<file path="src/rtl/ibuf_pin_conditioner.sv">
// ibuf_pin_conditioner: synchronise, debounce and edge-detect asynchronous board pins.
// Optional sticky edge flags on evt_o when PIN_COND_EVT_LATCH_EN is defined.
module ibuf_pin_conditioner #(
  parameter int                WIDTH          = 4,
  parameter int                SYNC_STAGES    = 2,
  parameter int                DEBOUNCE_TICKS = 8,
  parameter logic [WIDTH-1:0]  RESET_VAL      = '0
) (
  input  logic             clk_i,
  input  logic             rstn_i,
  input  logic [WIDTH-1:0] pin_i,
  input  logic             tick_i,
  output logic [WIDTH-1:0] pin_o,
  output logic [WIDTH-1:0] rise_o,
  output logic [WIDTH-1:0] fall_o,
  output logic [WIDTH-1:0] evt_o,
  input  logic [WIDTH-1:0] evt_clr_i
);
  logic [WIDTH-1:0] sync_q [SYNC_STAGES];
  logic [WIDTH-1:0] sync;
  logic [WIDTH-1:0] pin_q, pin_d, rise_q, fall_q;
  logic             unused;
  assign unused = &{1'b0, tick_i, evt_clr_i};
  always_ff @(posedge clk_i or negedge rstn_i)
    if (!rstn_i) begin
      for (int k = 0; k < SYNC_STAGES; k++) sync_q[k] <= RESET_VAL;
    end else begin
      sync_q[0] <= pin_i;
      for (int k = 1; k < SYNC_STAGES; k++) sync_q[k] <= sync_q[k-1];
    end
  assign sync = sync_q[SYNC_STAGES-1];
  generate
    if (DEBOUNCE_TICKS == 0) begin : g_bypass
      always_ff @(posedge clk_i or negedge rstn_i)
        if (!rstn_i) pin_q <= RESET_VAL;
        else         pin_q <= sync;
    end else begin : g_deb
      localparam int CW = $clog2(DEBOUNCE_TICKS + 1);
      localparam logic [CW-1:0] LAST = CW'(DEBOUNCE_TICKS - 1);
      for (genvar i = 0; i < WIDTH; i++) begin : g_bit
        logic [CW-1:0] cnt_q;
        logic          stable_q;
        // a disagreeing level must survive DEBOUNCE_TICKS ticks in a row; any agreement restarts it
        always_ff @(posedge clk_i or negedge rstn_i)
          if (!rstn_i) begin
            cnt_q    <= '0;
            stable_q <= RESET_VAL[i];
          end else if (sync[i] == stable_q) begin
            cnt_q <= '0;
          end else if (tick_i) begin
            if (cnt_q == LAST) begin
              stable_q <= sync[i];
              cnt_q    <= '0;
            end else begin
              cnt_q <= cnt_q + 1'b1;
            end
          end
        assign pin_q[i] = stable_q;
      end
    end
  endgenerate
  // pin_d resets with pin_q so neither reset nor release produces a pulse
  always_ff @(posedge clk_i or negedge rstn_i)
    if (!rstn_i) begin
      pin_d  <= RESET_VAL;
      rise_q <= '0;
      fall_q <= '0;
    end else begin
      pin_d  <= pin_q;
      rise_q <= pin_q & ~pin_d;
      fall_q <= ~pin_q & pin_d;
    end
  assign pin_o  = pin_q;
  assign rise_o = rise_q;
  assign fall_o = fall_q;
`ifdef PIN_COND_EVT_LATCH_EN
  logic [WIDTH-1:0] evt_q;
  always_ff @(posedge clk_i or negedge rstn_i)
    if (!rstn_i) evt_q <= '0;
    else         evt_q <= (evt_q & ~evt_clr_i) | rise_q | fall_q;
  assign evt_o = evt_q;
`else
  assign evt_o = '0;
`endif
endmodule
</file>
<file path="config.mk">
export PLATFORM = sky130hd
export DESIGN_NAME = ibuf_pin_conditioner
export DESIGN_NICKNAME = d
export VERILOG_FILES = /design/src/rtl/ibuf_pin_conditioner.sv
export SDC_FILE = /design/constraint.sdc
export NUM_CORES = 1
export LEC_CHECK = 0
export BUFFER_PORTS_ARGS = -buffer_cell sky130_fd_sc_hd__buf_2
export CAP_MARGIN = 20
export CORE_ASPECT_RATIO = 0.9
export CORE_MARGIN = 2
export CORE_UTILIZATION = 30
export CTS_CLUSTER_DIAMETER = 100
export DETAILED_ROUTE_END_ITERATION = 10
export PLACE_DENSITY = 0.49
export REMOVE_ABC_BUFFERS = 1
export SLEW_MARGIN = 5
export SYNTH_ARGS = -nofsm -noshare
export SYNTH_HDL_FRONTEND = slang
export SYNTH_SLANG_ARGS = --single-unit
</file>
<file path="constraint.sdc">
create_clock -name clk_i -period 1.22 [get_ports clk_i]
set_input_delay 0.122 -clock clk_i [delete_from_list [all_inputs] [get_ports clk_i]]
set_output_delay 0.122 -clock clk_i [all_outputs]
set_load 0.01 [all_outputs]
</file>
==> qor.yml, run 1 <==
synthesis:
  avgSynthCellArea_um2: 12.7
  yosys_warnings: 0
  synth.most_common_cell: "dfrtp_1"
  syn-instance-count: 127
  synth_edf_count: 0
  synthTopCellsByArea: "dfrtp_1 62%, buf_4 4.2%, nand3b_1 3.7%"
  synth_seq_area_share_pct: 62.2
  async_reset_ff_share_pct: 100
  yosys.area.top_type: "dfrtp_1"
  synth_commonest_cells: "40 x dfrtp_1, 9 x buf_4"
  synth.distinct_cells: 19
  yosys.area.top_type_share_pct: 62.2
  synth_area_mm2: 0.00161
  synth-seq-cells: 40
  synth-main-ff-cell: "dfrtp_1"
setup_path:
  cpMaxStageDelayCell: "dfrtp_1"
  r2r_end: "g_deb.g_bit[3].cnt_q[3]"
  rrSetupSlack_ns: 0.03
  r2r-start: "g_deb.g_bit[3].cnt_q[0]"
  path_depth: 3
  required_ns: 1.44
  path_cells: "ha_2 > or3_1 > a21oi_2"
  end_kind: "flip-flop"
  arrival_ns: 1.41
  worstSetupPathType: "flip-flop to flip-flop"
  cp_max_fo: 4
  cp_top_family: "flip-flops"
  startpoint_type: "flip-flop"
  ff2ff_path_depth: 3
  cp_num_buf_inv: 0
  slowest_delay_ns: 0.40
  cp-startpoint: "g_deb.g_bit[3].cnt_q[0]"
timing:
  fin_ws_ns: 0.0264
  post-route-period-util_pct: 97.8
  hold_viol_final: 0
  setup_viol: 0
  max_freq_ghz: 0.838
  min_period_ns: 1.19
  grt_setup_unrepaired: "true"
  slew_viol_final: 0
  fin_skew_ns: 0.00588
floorplan:
  core_mm2: 0.00522
  rows: 25
  dieArea_mm2: 0.00597
  initial_core_util_pct: 30.8
  die_w_um: 81.2
  io_pins: 27
  die_height_um: 73.5
clock_network:
  clock-sinks: 40
  path_clk_slew_ns: 0.08
  numCtsBuffers: 5
  clock_latency_ns: 0.29
  cts_max_level: 2
  cts_tree: "built"
  ctsRootBufferMaster: "clkbuf_8"
  cts.path.max_buffers: 2
grt:
  grt_max_degree: 26
  use_met2_pct: 15.5
  busiest_layer: "met2"
  use_met1_pct: 10.3
  antenna_found_initial: 0
  grtUsageMet3_pct: 3.93
  grt_util_all_layers_pct: 9.64
  grt_pass1_vias: 976
  grt_pass1_wl_um: 4170
  overflow: 0
place:
  dp.final_hpwl_um: 1680
  dp.cells: 210
  numPortBuffers: 18
  gp_congestion: 0.665
  dpl_worst_slack_ns: -0.00695
  placed_area_mm2: 0.00177
cells_and_area:
  area_growth_pct: 20.8
  final-instance-count-excl-fill: 225
  nets: 172
  antenna-diode-count: 0
  drive_above_1_share_pct: 25.3
  postLayoutCoreUtil_pct: 37.2
  fin_area_mm2: 0.00194
routing:
  drc: 0
  drt-total-wl_um: 2560
  wire_per_inst_um: 11.4
  drt_first_iter_violations: 58
  vias: 1002
  vias_per_cell: 4.45
  ant_nets: 0
  firstDrtPassIters: 6
worst_hold_path:
  holdCritPathClass: "primary input to async pin"
power:
  powerDensity_mw_per_mm2: 1250
  p_leak_nw: 0.941
  power_mw: 2.44
  ir_drop_mv: 0.368
status:
  status: "complete, no violations"
job:
  max_cap_viol_count: 0
==> kinds of logic after synthesis <==
logic type                 after synthesis  share of synthesized area, %
and+or+nand+nor                         48                          17.4
DFF                                     40                          62.2
buffers and inverters                   10                          4.90
AOI/OAI and AO/OA                        8                          2.49
xor gates and xnor gates                 8                          4.35
muxes                                    8                          5.29
adders and majority gates                4                          3.11
other                                    1                         0.233
==> metal layers <==
metal	share of wire [%]	vias up	wire length, um
met3	4.2	6	107
li1	-	478	-
met4	2.8	0	72
met5	0	-	0
met1	42	499	1080
met2	51	19	1300
==> sequential cells by signal (all words and copies together), names as in the netlist <==
name	count
pin_d	4
sync_q	4
g_deb.g_bit.cnt_q	16
fall_o	4
g_deb.g_bit.stable_q	4
sync	4
rise_o	4
==> layout make-up <==
| class | instances | area (um2) |
|---|---|---|
| clock buffer | 6 | 82.6 |
| fill | 498 | 3280 |
| multi-input combinational | 80 | 562 |
| sequential | 40 | 1000 |
| clock inverter | 2 | 10.0 |
| timing repair buffer | 30 | 205 |
| tap | 67 | 83.8 |
==> cell usage in the layout (no fill, tap or decap) <==
| cell | count |
|---|---|
| nor2_1 | 8 |
| or3_1 | 4 |
| nor2b_1 | 8 |
| buf_12 | 1 |
| buf_2 | 18 |
| clkbuf_8 | 6 |
| buf_4 | 6 |
| nand2_1 | 8 |
| xor2_1 | 4 |
| clkinv_2 | 2 |
| dfrtp_1 | 40 |
| nand4_1 | 4 |
| nand4b_1 | 4 |
| a21oi_2 | 2 |
| mux2_1 | 3 |
| nand2b_1 | 4 |
| mux2i_1 | 4 |
| conb_1 | 4 |
| mux2_4 | 1 |
| xnor2_1 | 4 |
| ha_2 | 4 |
| dlygate4sd3_1 | 5 |
| a21oi_1 | 6 |
| nand3b_1 | 8 |
==> worst max-delay path by stage <==
stage	slack, ns	end
floorplan	0.07	g_deb.g_bit[3].cnt_q[3]
finish	0.03	g_deb.g_bit[3].cnt_q[3]
global placement	0.04	g_deb.g_bit[3].stable_q
detailed placement	-0.007	g_deb.g_bit[2].stable_q
global route	-0.01	g_deb.g_bit[3].stable_q
CTS	0.02	g_deb.g_bit[2].stable_q
==> repair_timing <==
item                                    CTS  global route
hold buffers                              5             0
hold endpoints to repair                 19             0
gates resized for setup                   1             6
buffers inserted                          1             1
endpoints found under the setup margin    4             8
==> power by group <==
group / internal, mW / switching (mW)
Clock: 0.451 / 0.437
Sequential: 1.36 / 0.0235
Combinational: 0.0760 / 0.0885
==> worst reg2reg max path, delay by kind of cell (launching register included) <==
family	cells	cell delay (ns)
AOI/OAI and AO/OA	1	0.13
and+or+nand+nor	1	0.39
adders and majority gates	1	0.21
DFF	1	0.40
==> metrics by stage <==
| step | hold WS [ns] | setup TNS, ns |
|---|---|---|
| 2_1_floorplan | -0.174 | 0 |
| 3_3_place_gp | 0.0516 | 0 |
| 3_5_place_dp | 0.0593 | -0.00695 |
| 4_1_cts | 0.272 | 0 |
| 5_1_grt | 0.313 | -0.0129 |
| 6_report | 0.273 | 0 |
Power figures use the tool's default switching activity.
==> inputs of run 2 (changes only) <==
--- a/config.mk
+++ b/config.mk
@@ -5,6 +5,7 @@
 export SDC_FILE = /design/constraint.sdc
 export NUM_CORES = 1
 export LEC_CHECK = 0
+export ABC_AREA = 1
 export BUFFER_PORTS_ARGS = -buffer_cell sky130_fd_sc_hd__buf_2
 export CAP_MARGIN = 20
 export CORE_ASPECT_RATIO = 0.9
@@ -12,7 +13,7 @@
 export CORE_UTILIZATION = 30
 export CTS_CLUSTER_DIAMETER = 100
 export DETAILED_ROUTE_END_ITERATION = 10
-export PLACE_DENSITY = 0.49
+export PLACE_DENSITY = 0.48
 export REMOVE_ABC_BUFFERS = 1
 export SLEW_MARGIN = 5
 export SYNTH_ARGS = -nofsm -noshare
==> run 2 against run 1 <==
Net effect:
- non-clock buffer count up 3
- area after synthesis up 11%
- via count up 21%
- sequential power about the same
- flip-flop and latch count unchanged
- first-iteration DRC count down 62%
- worst hold slack worse by 0.0040 ns
==> qor.yml, run 2 <==
cells_and_area:
  top_register: "g_deb.g_bit.cnt_q"
  final_cell_mix: "54 x nand2_1, 40 x dfrtp_1, 25 x inv_1"
  largest_reg_flops: 16  # unchanged
  final-instance-count-excl-fill: 295  # +31%
  fin_area_mm2: 0.00213  # +9.4%
  area_growth_pct: 18.7
  nets: 240  # +40%
  final_common_cell: "nand2_1"
  antenna-diode-count: 0  # unchanged
  drive_above_1_share_pct: 27.6  # +2.2 points
clock_network:
  cts_max_level: 2  # unchanged
  cts.path.max_buffers: 2  # unchanged
  cts_tree: "built"
  path_clk_slew_ns: 0.07  # about the same
  clock_latency_ns: 0.29  # about the same
  numCtsBuffers: 5  # unchanged
  clock-sinks: 40  # unchanged
  ctsRootBufferMaster: "clkbuf_8"
routing:
  wire_per_inst_um: 9.49  # -17%
  vias: 1213  # +21%
  drt_first_iter_violations: 22  # -62%
  drt-total-wl_um: 2800  # +9.3%
  firstDrtPassIters: 4  # -2
  ant_nets: 0  # unchanged
  vias_per_cell: 4.11  # -7.7%
  drc: 0  # unchanged
timing:
  min_period_ns: 1.10  # -0.0906 ns
  hold_viol_final: 0  # unchanged
  whs_ns: 0.269  # -0.00401 ns
  post-route-period-util_pct: 90.4  # -7.4 points
  fin_skew_ns: 0.00476  # -0.00112 ns
  slew_viol_final: 0  # unchanged
  grt_setup_unrepaired: "true"
  max_freq_ghz: 0.907  # +8.2%
  finalSetupTns_ns: 0  # unchanged
  setup_viol: 0  # unchanged
synthesis:
  synth-seq-cells: 40  # unchanged
  yosys.area.top_type_share_pct: 55.9  # -6.3 points
  syn-instance-count: 192  # +51%
  async_reset_ff_share_pct: 100  # unchanged
  synth_edf_count: 0  # unchanged
  synth-main-ff-cell: "dfrtp_1"
  synth.distinct_cells: 19  # unchanged
  synthTopCellsByArea: "dfrtp_1 56%, nand2_1 11%, inv_1 5.2%"
  synth_commonest_cells: "54 x nand2_1, 40 x dfrtp_1, 25 x inv_1"
  synth_seq_area_share_pct: 55.9  # -6.3 points
  avgSynthCellArea_um2: 9.33  # -26%
  synth.most_common_cell: "nand2_1"
  yosys_warnings: 0  # unchanged
  yosys.area.top_type: "dfrtp_1"
  synth_area_mm2: 0.00179  # +11%
power:
  power_frac_comb_pct: 9.1  # +2.4 points
  p_seq_share_pct: 57.1  # +0.3 points
  p_leak_nw: 1.11  # +18%
  p_int_mw: 1.85  # -2.1%
  net-switching-power_mw: 0.585  # +6.4%
  power_mw: 2.43  # -0.18%
  sw_frac_of_total_pct: 24.0  # +1.5 points
  clkPwrFrac_pct: 33.8  # -2.6 points
  powerDensity_mw_per_mm2: 1140  # -8.8%
  ir_drop_mv: 0.464  # +26%
grt:
  grt_pass1_vias: 1098  # +13%
  grt_util_all_layers_pct: 9.74  # +0.098 points
  antenna_found_initial: 0  # unchanged
  grt_max_degree: 41  # +58%
  overflow: 0  # unchanged
  grt_pass1_wl_um: 5010  # +20%
setup_path:
  startpoint_type: "flip-flop"
  ff2ff_path_depth: 6  # +3
  end_kind: "flip-flop"
  worstSetupPathType: "flip-flop to flip-flop"
  arrival_ns: 1.34  # -0.07 ns
  required_ns: 1.46  # +0.02 ns
  cp_max_fo: 2  # -2
place:
  dp.final_hpwl_um: 1840  # +9.4%
  dp.cells: 278  # +32%
  placed_area_mm2: 0.00195  # +11%
  gp_congestion: 0.737  # +11%
  numPortBuffers: 18  # unchanged
floorplan:
  rows: 26  # +4.0%
  core_mm2: 0.00573  # +9.6%
  initial_core_util_pct: 31.3  # +0.49 points
  dieArea_mm2: 0.00661  # +11%
  io_pins: 27  # unchanged
  die_w_um: 85.5  # +5.3%
  die_height_um: 77.3  # +5.2%
worst_hold_path:
  hold_depth: 4
  holdCritPathClass: "primary input to flip-flop"
job:
  max_cap_viol_count: 0  # unchanged
status:
  status: "complete, no violations"
==> run 2: changes by cell type after synthesis, moves of 8 or more <==
cell / change
nand2_1: +46
inv_1: +25
nor2_1: +11
a21oi_1: -8
nand3b_1: -8
nor2b_1: -8
==> run 2: worst max-delay path, stage by stage, from the launching register on <==
cell and delay [ns]:
dfrtp_1 0.39, ha_1 0.23, nand2_1 0.09, nor2_1 0.06, nor2_1 0.15, nand2_1 0.07, nand2_1 0.05
==> run 2: worst paths after layout <==
check                                   startpoint                      end  slack [ns]
min in group asynchronous                   rstn_i  g_deb.g_bit[3].stable_q        0.33
max in group asynchronous                   rstn_i  g_deb.g_bit[1].cnt_q[0]        0.70
min reg2reg                              sync_q[6]                  sync[2]        0.35
max reg2reg                g_deb.g_bit[3].cnt_q[0]  g_deb.g_bit[3].cnt_q[0]        0.12
min                                         tick_i  g_deb.g_bit[2].cnt_q[1]        0.27
max                        g_deb.g_bit[3].cnt_q[0]  g_deb.g_bit[3].cnt_q[0]        0.12
==> run 2: metrics by stage <==
step | setup slack [ns] | utilization, %
detailed placement | 0.0934 | 34.1
finish | 0.117 | 37.2
floorplan | 0.184 | -
global route | -0.000868 | 37.2
CTS | 0.0768 | 36.3
global placement | 0.0948 | 34.1
==> run 2: power by group through the flow <==
stage                     combinational, mW  sequential [mW]  clock, mW
after CTS                             0.204             1.39      0.888
after detailed placement              0.192             1.42          0
after global placement                0.191             1.42          0
final                                 0.220             1.39      0.823
after floorplan                      0.0906             1.42          0
after global routing                  0.254             1.40      0.944
==> run 2: timing repair <==
item | CTS | global route
endpoints found under the hold margin | 44 | 0
hold buffers | 5 | 0
gates resized for setup | 0 | 4
setup endpoints to repair | 0 | 12
setup buffers | 0 | 5
==> run 2: layer usage <==
layer / wire length [um] / up-vias / part of all wire [%] / track usage, %
met5: 0 / - / 0 / 0
met4: 66 / 0 / 2.4 / 5.24
met3: 137 / 8 / 4.9 / 3.55
met2: 1160 / 20 / 41 / 13.2
met1: 1440 / 543 / 51 / 13.4
li1: - / 642 / - / -
==> run 2: cell type report <==
cell class,count,area (um2)
clock inverter,1,5.00
timing repair buffer,33,240
fill,583,3600
sequential,40,1000
tap,70,87.6
multi-input combinational,120,627
clock buffer,6,72.6
inverter,25,93.8
==> run 2: cells by family (layout without fill, tap and decap cells) <==
group | after synthesis | count (layout) | synth area share [%]
adder cells (fa/ha/maj) | 4 | 4 | 2.79
flip-flops | 40 | 40 | 55.9
other | 1 | 4 | 0.209
AO/OA/AOI/OAI | 12 | 12 | 4.61
buffers and inverters | 35 | 65 | 10.3
AND/OR/NAND/NOR | 100 | 100 | 26.2
